<file path="config.mk">
export PLATFORM = sky130hd
export DESIGN_NAME = gray_counter_modn
export DESIGN_NICKNAME = d
export VERILOG_FILES = /design/src/rtl/gray_counter_modn.sv
export SDC_FILE = /design/constraint.sdc
export NUM_CORES = 1
export LEC_CHECK = 0
export BUFFER_PORTS_ARGS = -buffer_cell sky130_fd_sc_hd__buf_2
export CAP_MARGIN = 10
export CORE_MARGIN = 3
export CORE_UTILIZATION = 30
export DETAILED_ROUTE_END_ITERATION = 10
export PLACE_DENSITY = 0.58
export SETUP_SLACK_MARGIN = 0.02
export SYNTH_ARGS = -nofsm -noshare
export SYNTH_HDL_FRONTEND = slang
export SYNTH_SLANG_ARGS = --single-unit
export TNS_END_PERCENT = 100
</file>
<file path="constraint.sdc">
create_clock -name clk -period 2.8 [get_ports clk]
set_clock_uncertainty 0.1 [all_clocks]
set_input_delay 0.42 -clock clk [delete_from_list [all_inputs] [get_ports clk]]
set_output_delay 0.42 -clock clk [all_outputs]
set_load 0.1 [all_outputs]
</file>
<file path="src/rtl/gray_counter_modn.sv">
// Modulo-MOD cyclic Gray-code counter with up/down, enable and synchronous load.
// The reflected-Gray index offset makes the truncated code sequence cyclic.
module gray_counter_modn #(
  parameter int MOD   = 6,
  parameter int WIDTH = 3
) (
  input  logic             clk,
  input  logic             rst,
  input  logic             en,
  input  logic             up,
  input  logic             load,
  input  logic [WIDTH-1:0] load_val,
  output logic [WIDTH-1:0] q,
  output logic [WIDTH-1:0] bin,
  output logic             wrap,
  output logic             load_err
);

  localparam int OFFSET = (2**WIDTH - MOD) / 2;
  localparam logic [WIDTH:0] MOD_EXT = (WIDTH+1)'(MOD);
  localparam logic [WIDTH:0] TOP_EXT = (WIDTH+1)'(MOD - 1);
  localparam logic [WIDTH:0] OFF_EXT = (WIDTH+1)'(OFFSET);
  localparam logic [WIDTH:0] ONE_EXT = (WIDTH+1)'(1);

  if (((MOD & 1) != 0) || (MOD < 2) || (MOD > 2**WIDTH)) begin : g_param_err
    $error("gray_counter_modn: MOD=%0d must be even and within 2..2**WIDTH (WIDTH=%0d)",
           MOD, WIDTH);
  end

  // idx+OFFSET stays below 2**WIDTH, so the extra bit only guards the addition.
  function automatic logic [WIDTH-1:0] to_gray(input logic [WIDTH:0] i);
    logic [WIDTH:0] x;
    x = i + OFF_EXT;
    return x[WIDTH-1:0] ^ x[WIDTH:1];
  endfunction

  logic [WIDTH:0] idx;
  logic [WIDTH:0] lv_ext;
  logic [WIDTH:0] next_idx;
  logic           next_wrap;
  logic           next_err;

  assign idx    = {1'b0, bin};
  assign lv_ext = {1'b0, load_val};

  always_comb begin
    next_idx  = idx;
    next_wrap = 1'b0;
    next_err  = 1'b0;
    if (load) begin
      if (lv_ext < MOD_EXT) begin
        next_idx = lv_ext;
      end else begin
        next_err = 1'b1;
      end
    end else if (en) begin
      if (up) begin
        if (idx == TOP_EXT) begin
          next_idx  = '0;
          next_wrap = 1'b1;
        end else begin
          next_idx = idx + ONE_EXT;
        end
      end else begin
        if (idx == '0) begin
          next_idx  = TOP_EXT;
          next_wrap = 1'b1;
        end else begin
          next_idx = idx - ONE_EXT;
        end
      end
    end
  end

  // q is registered from the next index rather than decoded from bin.
  always_ff @(posedge clk) begin
    if (!rst) begin
      bin      <= '0;
      q        <= to_gray('0);
      wrap     <= 1'b0;
      load_err <= 1'b0;
    end else begin
      bin      <= next_idx[WIDTH-1:0];
      q        <= to_gray(next_idx);
      wrap     <= next_wrap;
      load_err <= next_err;
    end
  end

endmodule

</file>
# Word-level counts from Yosys, hierarchy flattened
# Index checks and enable logic that the tools add are counted.
[totals] ff_bits=8 inputBits=8 output_inout_bits=8
[op_classes] n_addsub=3 order_cmp=1 eq_ne=1 n_mux=10 bitwise=3 n_reduce_logical=3
[op_table] operator="two-way mux 4 bit" n=5
[op_table] operator="adder 3 x 1 -> 4 bit, second input constant" n=1
[op_table] operator="adder 4 x 1 -> 4 bit, second input constant" n=1
[op_table] operator="zero test 4 bit" n=1
[op_table] operator="two-way mux 1 bit" n=4
[op_table] operator="subtractor 3 x 1 -> 4 bit, second input constant" n=1
[op_table] operator="== test 3 bit, second input constant" n=1
[op_table] operator="< comparator 3 bit, second input constant" n=1
[op_table] operator="two-way mux 3 bit" n=1
[op_table] operator="OR reduction 3 bit" n=1
[op_table] operator="XOR 3 bit" n=1
[op_table] operator="NOT 1 bit" n=2
[op_table] operator="AND reduction 2 bit" n=1

# Longest topological paths before layout
# Gate-level depths: netlist of run 1.
[logic_depth] depth_word=7 depth_mapped=9 ltp_nobuf=8

# Worst setup path after synthesis of run 1
# Ideal clock, no wire load.
[synth_path] kind="flip-flop to flip-flop" start="register bin[1]" end="register q[2]" setup_time_ns=0.072 t_arrival_ns=2.575 required_time_ns=2.628 slack_ns=0.054 stages_incl_launch_ff=9 period_less_slack_ns=2.746 cell_sequence="dfxtp_1 -> clkbuf_2 -> nand4b_1 -> o22ai_1 -> a211o_1 -> ha_1 -> o21a_1 -> or3_1 -> mux2i_1"
[synth_via] elab_chain_cells=7 elab_cells_between_ends=12 cone_classes="add/sub: 3; eq/ne: 1; mux: 6; bitwise: 1; reduce/logical: 1"
[synth_rtl] element="start, declared" line_no="14" text="output logic [WIDTH-1:0] bin,"
[synth_rtl] element="start signal, assigned" line_no="83" text="bin <= next_idx[WIDTH-1:0];"
[synth_rtl] element="subtractor 3 x 1 -> 4 bit (tied with other cells)" line_no="69" text="next_idx = idx - ONE_EXT;"
[synth_rtl] element="two-way mux 4 bit, on equally long branches" line_no="65, 58"
[synth_rtl] element="two-way mux 4 bit" line_no="57" text="if (up) begin"
[synth_rtl] element="two-way mux 4 bit" line_no="56" text="end else if (en) begin"
[synth_rtl] element="two-way mux 4 bit *" line_no="50" text="if (load) begin"
[synth_rtl] element="net next_idx[1]" line_no="39" text="logic [WIDTH:0] next_idx;"
[synth_rtl] element="adder 4 x 1 -> 4 bit *" line_no="33" text="x = i + OFF_EXT;"
[synth_rtl] element="XOR 3 bit *" line_no="34" text="return x[WIDTH-1:0] ^ x[WIDTH:1];"
[synth_rtl] element="end signal, assigned" line_no="79" text="q <= to_gray('0);"
[synth_rtl] element="end signal, assigned" line_no="84" text="q <= to_gray(next_idx);"
[synth_rtl] element="end, declared" line_no="13" text="output logic [WIDTH-1:0] q,"
# Mark *: on every way through the listed nets, which the timed path passes. The rest lies on a longest branch.
# A chain may end at the register's enable or synchronous reset.

# Worst setup path in the final report of run 1
[layout_path] start="register bin[0]" end="register q[2]"
[layout_via] elab_chain_cells=7 elab_cells_between_ends=12 cone_classes="add/sub: 3; eq/ne: 1; mux: 6; bitwise: 1; reduce/logical: 1"
[layout_rtl] element="subtractor 3 x 1 -> 4 bit (tied with other cells)" line_no="69"
[layout_rtl] element="two-way mux 4 bit, on equally long branches" line_no="65, 58"
[layout_rtl] element="two-way mux 4 bit" line_no="57"
[layout_rtl] element="two-way mux 4 bit" line_no="56"
[layout_rtl] element="two-way mux 4 bit *" line_no="50"
[layout_rtl] element="adder 4 x 1 -> 4 bit *" line_no="33"
[layout_rtl] element="XOR 3 bit *" line_no="34"
# Mark *: on every way between the ends. The rest lies on a longest branch, timed or not.

==> reports/metrics.csv, run 1 <==
metric;value;unit
fill_cells;173;
h-tree-depth;1;
cts_buffer_depth;2;
final_max_slew_viol_count;0;
routed_wl;1.063;mm
wire_per_inst;11.55;µm
final_common_cell;buf_2;
diodes;0;
synth_warnings;0;
final_nets;88;
arrival;2.28;ns
die-area;0.002256;mm²
critPathMaxFanout;10;
fp.dieH;47.50;µm
ys_seq_elements;8;
drtAntennaViolNets;0;
async_reset_ff_frac;0;
worst-setup-path-type;reg2reg;
fp.dieW;47.50;µm
hpwl;830.1;µm
timing.final.crit_share;0.7881;
routabilityCongestion;0.7925;
pin_count;16;
antenna_found_initial;0;
end_kind;register;
post-route-drc-count;0;
setup_viol;0;
max-slew-margin-rel;0.6768;
rsz0062_at_grt;false;
root_buffer;clkbuf_4;
viasPerCell;5.185;
num_vias;477;
initial_core_util;0.3315;
yosysSeqAreaShare;0.3099;
grt_pass1_vias;407;
post_cts_buffers;0;
max_freq;453.2;MHz
drv_cap;0;
p_per_area;631.0;mW/mm²
final_area;619.3;µm²
grt_pass1_wl;1.711;mm
worst_setup_path_start_kind;register;
synth_edf_count;0;
ir_worst_vdd;0.3128;mV
core-area;0.001559;mm²
timing.hold.ws;0.3549;ns
layout.cells.most_common_list;15 x buf_2, 8 x dfxtp_1, 5 x inv_1, 4 x nor2_1;
fin_crit;2.207;ns
status;finished clean;
drt_first_pass_iters;3;
min_path_type;in2reg;
cts-buffers-inserted;3;
syn_nets;71;
max_slew.worst_pin.slew;0.4881;ns
hold_violations;0;
grt_overflow;0;
ff_latch_area;160.2;µm²
synth_cell_type_count;33;
placed_area;596.8;µm²
cts_resized;0;
power.leakage;0.2865;nW
syn_area_per_cell;8.471;µm²
synth_ff_type;dfxtp_1;
grt_max_degree;11;
power.total;390.8;µW
num_rows;14;
path_clk_slew;0.05;ns
grt_use_total;0.1085;
syn_inst;61;
finalSetupTns;0;ns
worstPathRequired;2.88;ns
multi_input_area;322.8;µm²
hold_buffers;0;
port_buffers;15;
drt_iter0_markers;10;
cts_tree;done;
drive_above_1_share;0.2763;
syn-cell-area;516.7;µm²
syn2layout_area_growth;19.85;%
clk_latency;0.25;ns
clock_sinks;8;
area by class of cell:
class                           instances  share of cell area
Clock buffer                            3             0.03636
Sequential cell                         8              0.2586
Tap cell                               16             0.03232
Multi-Input combinational cell         45              0.5212
Timing Repair Buffer                   15              0.1212
Inverter                                5             0.03030
synthesized netlist by cell type, types with 2 or more instances:
cell	n	area share
a211o_1	2	0.034
a211oi_1	3	0.044
and2_1	2	0.024
and3_1	2	0.024
buf_2	2	0.019
dfxtp_1	8	0.31
ha_1	2	0.048
inv_1	5	0.036
nand2_1	3	0.022
nand2b_1	2	0.024
nor2_1	4	0.029
nor3_1	2	0.019
o21ai_0	3	0.029
xnor2_1	2	0.034
worst paths after layout:
check / startpoint / endpoint / slack (ns) / depth (start not counted)
worst max-delay path: bin[0]$_SDFF_PN0_ / q[2]$_SDFF_PN0_ / 0.59 / 8
worst min-delay path: rst / bin[0]$_SDFF_PN0_ / 0.35 / 2
worst max register to register: bin[0]$_SDFF_PN0_ / q[2]$_SDFF_PN0_ / 0.59 / 8
worst min register to register: bin[1]$_SDFF_PN0_ / wrap$_SDFF_PP0_ / 0.67 / 2
state kept, by name (all words and copies together), names as in the netlist:
signal / flops
bin: 3
q: 3
load_err: 1
wrap: 1
metal layers:
layer | part of all wire | GRT usage
met1 | 0.46 | 0.1228
met5 | 0 | 0
met3 | 0.051 | 0.05639
met2 | 0.49 | 0.1845
met4 | 0 | 0.01657
worst max-delay path, cell delays in order, from the launching register on:
cell and delay, ns:
dfxtp_1 0.41, nor2_1 0.19, ha_1 0.19, nand2b_1 0.08
a311oi_2 0.38, ha_1 0.28, nor3_1 0.08, or3_1 0.30
mux2i_1 0.13
report_power, final:
group	total (mW)	switching, mW	internal [mW]
clock	0.0851	0.0363	0.0489
combinational	0.170	0.125	0.0453
sequential	0.135	0.00987	0.125
cell families (layout without fill, tap and decap cells):
family	count (synthesis)	in the layout	synth area share
AOI/OAI and AO/OA	15	15	0.2252
xor gates and xnor gates	2	2	0.03390
adders and majority gates	2	2	0.04842
buffers and inverters	8	23	0.06537
DFF	8	8	0.3099
muxes	1	1	0.01937
and+or+nand+nor	25	25	0.2978
per-stage QoR:
stage / worst slack, ns / utilization / std cells
detailed placement: 0.5095 / 0.3828 / 89
CTS: 0.6016 / 0.3973 / 92
global placement: 0.5361 / 0.3828 / 89
floorplan: 0.05353 / - / 61
global route: 0.4040 / 0.3973 / 92
finish: 0.5932 / 0.3973 / 92
No activity file was read; power rests on OpenSTA's default activity.
==> run 2, diff against run 1 <==
--- a/config.mk
+++ b/config.mk
@@ -5,12 +5,13 @@
 export SDC_FILE = /design/constraint.sdc
 export NUM_CORES = 1
 export LEC_CHECK = 0
+export ABC_AREA = 1
 export BUFFER_PORTS_ARGS = -buffer_cell sky130_fd_sc_hd__buf_2
 export CAP_MARGIN = 10
 export CORE_MARGIN = 3
 export CORE_UTILIZATION = 30
 export DETAILED_ROUTE_END_ITERATION = 10
-export PLACE_DENSITY = 0.58
+export PLACE_DENSITY = 0.59
 export SETUP_SLACK_MARGIN = 0.02
 export SYNTH_ARGS = -nofsm -noshare
 export SYNTH_HDL_FRONTEND = slang
==> constraint.sdc (replaced) <==
create_clock -name clk -period 1.8 [get_ports clk]
set_clock_uncertainty 0.1 [all_clocks]
set_input_delay 0.27 -clock clk [delete_from_list [all_inputs] [get_ports clk]]
set_output_delay 0.27 -clock clk [all_outputs]
set_load 0.1 [all_outputs]
==> reports/metrics.csv, run 2 <==
metric;value;unit
synth_cell_type_count;21;
antenna_found_initial;0;
routabilityCongestion;0.8638;
p_per_area;882.0;mW/mm²
timing.critical_path.to;q[2]$_SDFF_PN0_;
worst_setup_path_start_kind;register;
syn_area_per_cell;6.817;µm²
power.leakage;0.3768;nW
grt_max_degree;8;
arrival;1.82;ns
synth_ff_type;dfxtp_1;
placed_area;664.4;µm²
post-route-drc-count;0;
yosysSeqAreaShare;0.3012;
crit_path_start;bin[2]$_SDFF_PN0_;
syn_nets;88;
ir_worst_vdd;0.4597;mV
reg2reg_slack;0.03;ns
viasPerCell;4.627;
layout.cells.most_common_list;15 x buf_2, 13 x nand2_1, 9 x inv_1, 8 x nand2_2, 7 x nor2_1;
worstPathRequired;1.84;ns
grt_overflow;0;
initial_core_util;0.3336;
clock_sinks;8;
setup_viol;0;
crit_chain;inv_4, ha_4, nand2_4, a21oi_2, o21ai_2, inv_1, ha_2, nand3b_1, nand2_2, inv_1, nand2_1, a21oi_2;
rr_worst_depth;12;
setup_slack;0.02871;ns
wire_per_inst;10.96;µm
hold_violations;0;
synth_warnings;0;
synth_top_area_frac;0.3012;
final_common_cell;buf_2;
drt_first_pass_iters;4;
path_clk_slew;0.06;ns
drv_cap;0;
grt_pass1_wl;2.173;mm
worst-setup-path-type;reg2reg;
synth_common_cells;15 x nand2_1, 9 x inv_1, 8 x dfxtp_1, 8 x nor2_1, 7 x nand2_2;
min_path_type;in2reg;
final_max_slew_viol_count;0;
syn_inst;78;
timing.final.crit_share;0.9840;
yosysMostFrequentCell;nand2_1;
drtAntennaViolNets;0;
worstReg2RegEnd;q[2]$_SDFF_PN0_;
cts_tree;done;
fp.dieW;48.10;µm
fin_crit;1.771;ns
root_buffer;clkbuf_4;
die-area;0.002314;mm²
fill_cells;158;
drive_above_1_share;0.4804;
final_area;750.7;µm²
routed_wl;1.381;mm
grt_use_total;0.1384;
drt_iter0_markers;12;
synth_top_area_cell;dfxtp_1;
max_freq;564.6;MHz
crit_slowest_cell;dfxtp_4;
h-tree-depth;1;
clk_latency;0.25;ns
slowest_delay;0.39;ns
port_buffers;15;
fp.dieH;48.10;µm
max-slew-margin-rel;0.6768;
grt_pass1_vias;548;
core-area;0.001594;mm²
end_kind;register;
max_slew.worst_pin.slew;0.4882;ns
num_vias;583;
syn2layout_area_growth;41.18;%
rsz0062_at_grt;true;
pin_count;16;
pre_cts_ws;-0.02852;ns
critPathMaxFanout;7;
diodes;0;
r2r_start;bin[2]$_SDFF_PN0_;
hpwl;988.4;µm
largestRegisters;bin x3, q x3;
syn-cell-area;531.8;µm²
num_rows;14;
synth_edf_count;0;
status;finished clean;
ys_seq_elements;8;
async_reset_ff_frac;0;
cts-buffers-inserted;3;
cts_buffer_depth;2;
final_nets;113;
ys_top_cells_by_area;dfxtp_1 30%, nand2_1 11%, nand2_2 8.2%, inv_1 6.4%, a21oi_1 5.6%;
-- run 2: layout make-up --
| cell class | count | area (µm²) | area share |
|---|---|---|---|
| Clock buffer | 4 | 26.28 | 0.03500 |
| Inverter | 13 | 51.30 | 0.06833 |
| Multi-Input combinational cell | 56 | 351.6 | 0.4683 |
| Sequential cell | 8 | 171.4 | 0.2283 |
| Tap cell | 24 | 30.03 | 0.04000 |
| Timing Repair Buffer | 21 | 120.1 | 0.1600 |
-- run 2: per-layer routing --
layer,wire length (µm),share of wire,vias up,track usage
li1,-,-,298,-
met1,553,0.40,258,0.1589
met2,685,0.50,23,0.2137
met3,94,0.068,4,0.06642
met4,47,0.034,0,0.06989
met5,0,0,-,0
-- run 2: worst min-delay path by stage --
stage / slack, ns / depth (start not counted) / end / start
floorplan: 0.25 / 1 / wrap$_SDFF_PP0_ / load
global placement: 0.40 / 2 / q[0]$_SDFF_PN1_ / rst
detailed placement: 0.40 / 2 / q[0]$_SDFF_PN1_ / rst
CTS: 0.13 / 2 / q[0]$_SDFF_PN1_ / rst
global route: 0.13 / 2 / q[0]$_SDFF_PN1_ / rst
finish: 0.14 / 2 / q[0]$_SDFF_PN1_ / rst
-- run 2: repair_timing --
action                     4_1_cts  5_1_grt
resized for setup                0        4
setup endpoints to repair        2        2
buffers inserted                 3        2
hold buffers                     0        0
gates cloned                     0        0
pin swaps                        1        3
-- run 2: critical path, delay by kind of cell (launching register included) --
family                     cells  cell delay (ns)
DFF                            1             0.39
and+or+nand+nor                4             0.39
adders and majority gates      2             0.34
AOI/OAI and AO/OA              3             0.27
buffers and inverters          3             0.15
-- run 2: kinds of logic after synthesis --
logic type / count (synthesis) / share of synthesized area
and+or+nand+nor: 38 / 0.3388
DFF: 8 / 0.3012
AOI/OAI and AO/OA: 16 / 0.2071
adders and majority gates: 2 / 0.04705
buffers and inverters: 14 / 0.1059
-- run 2: metrics by stage --
step | power [mW] | TNS (ns) | cells | util | hold slack, ns
floorplan | 0.4387 | -0.3596 | 78 | - | 0.2462
global placement | 0.4841 | -0.002669 | 117 | 0.4168 | 0.3978
detailed placement | 0.4871 | -0.02852 | 117 | 0.4168 | 0.3964
CTS | 0.6460 | 0 | 124 | 0.4474 | 0.1299
global route | 0.7067 | -0.08229 | 126 | 0.4710 | 0.1338
finish | 0.6622 | 0 | 126 | 0.4710 | 0.1383
-- run 2: power breakdown --
part | switching, mW | total, mW | internal [mW]
Sequential | 0.0145 | 0.208 | 0.193
Clock | 0.0619 | 0.147 | 0.0848
Combinational | 0.219 | 0.308 | 0.0892
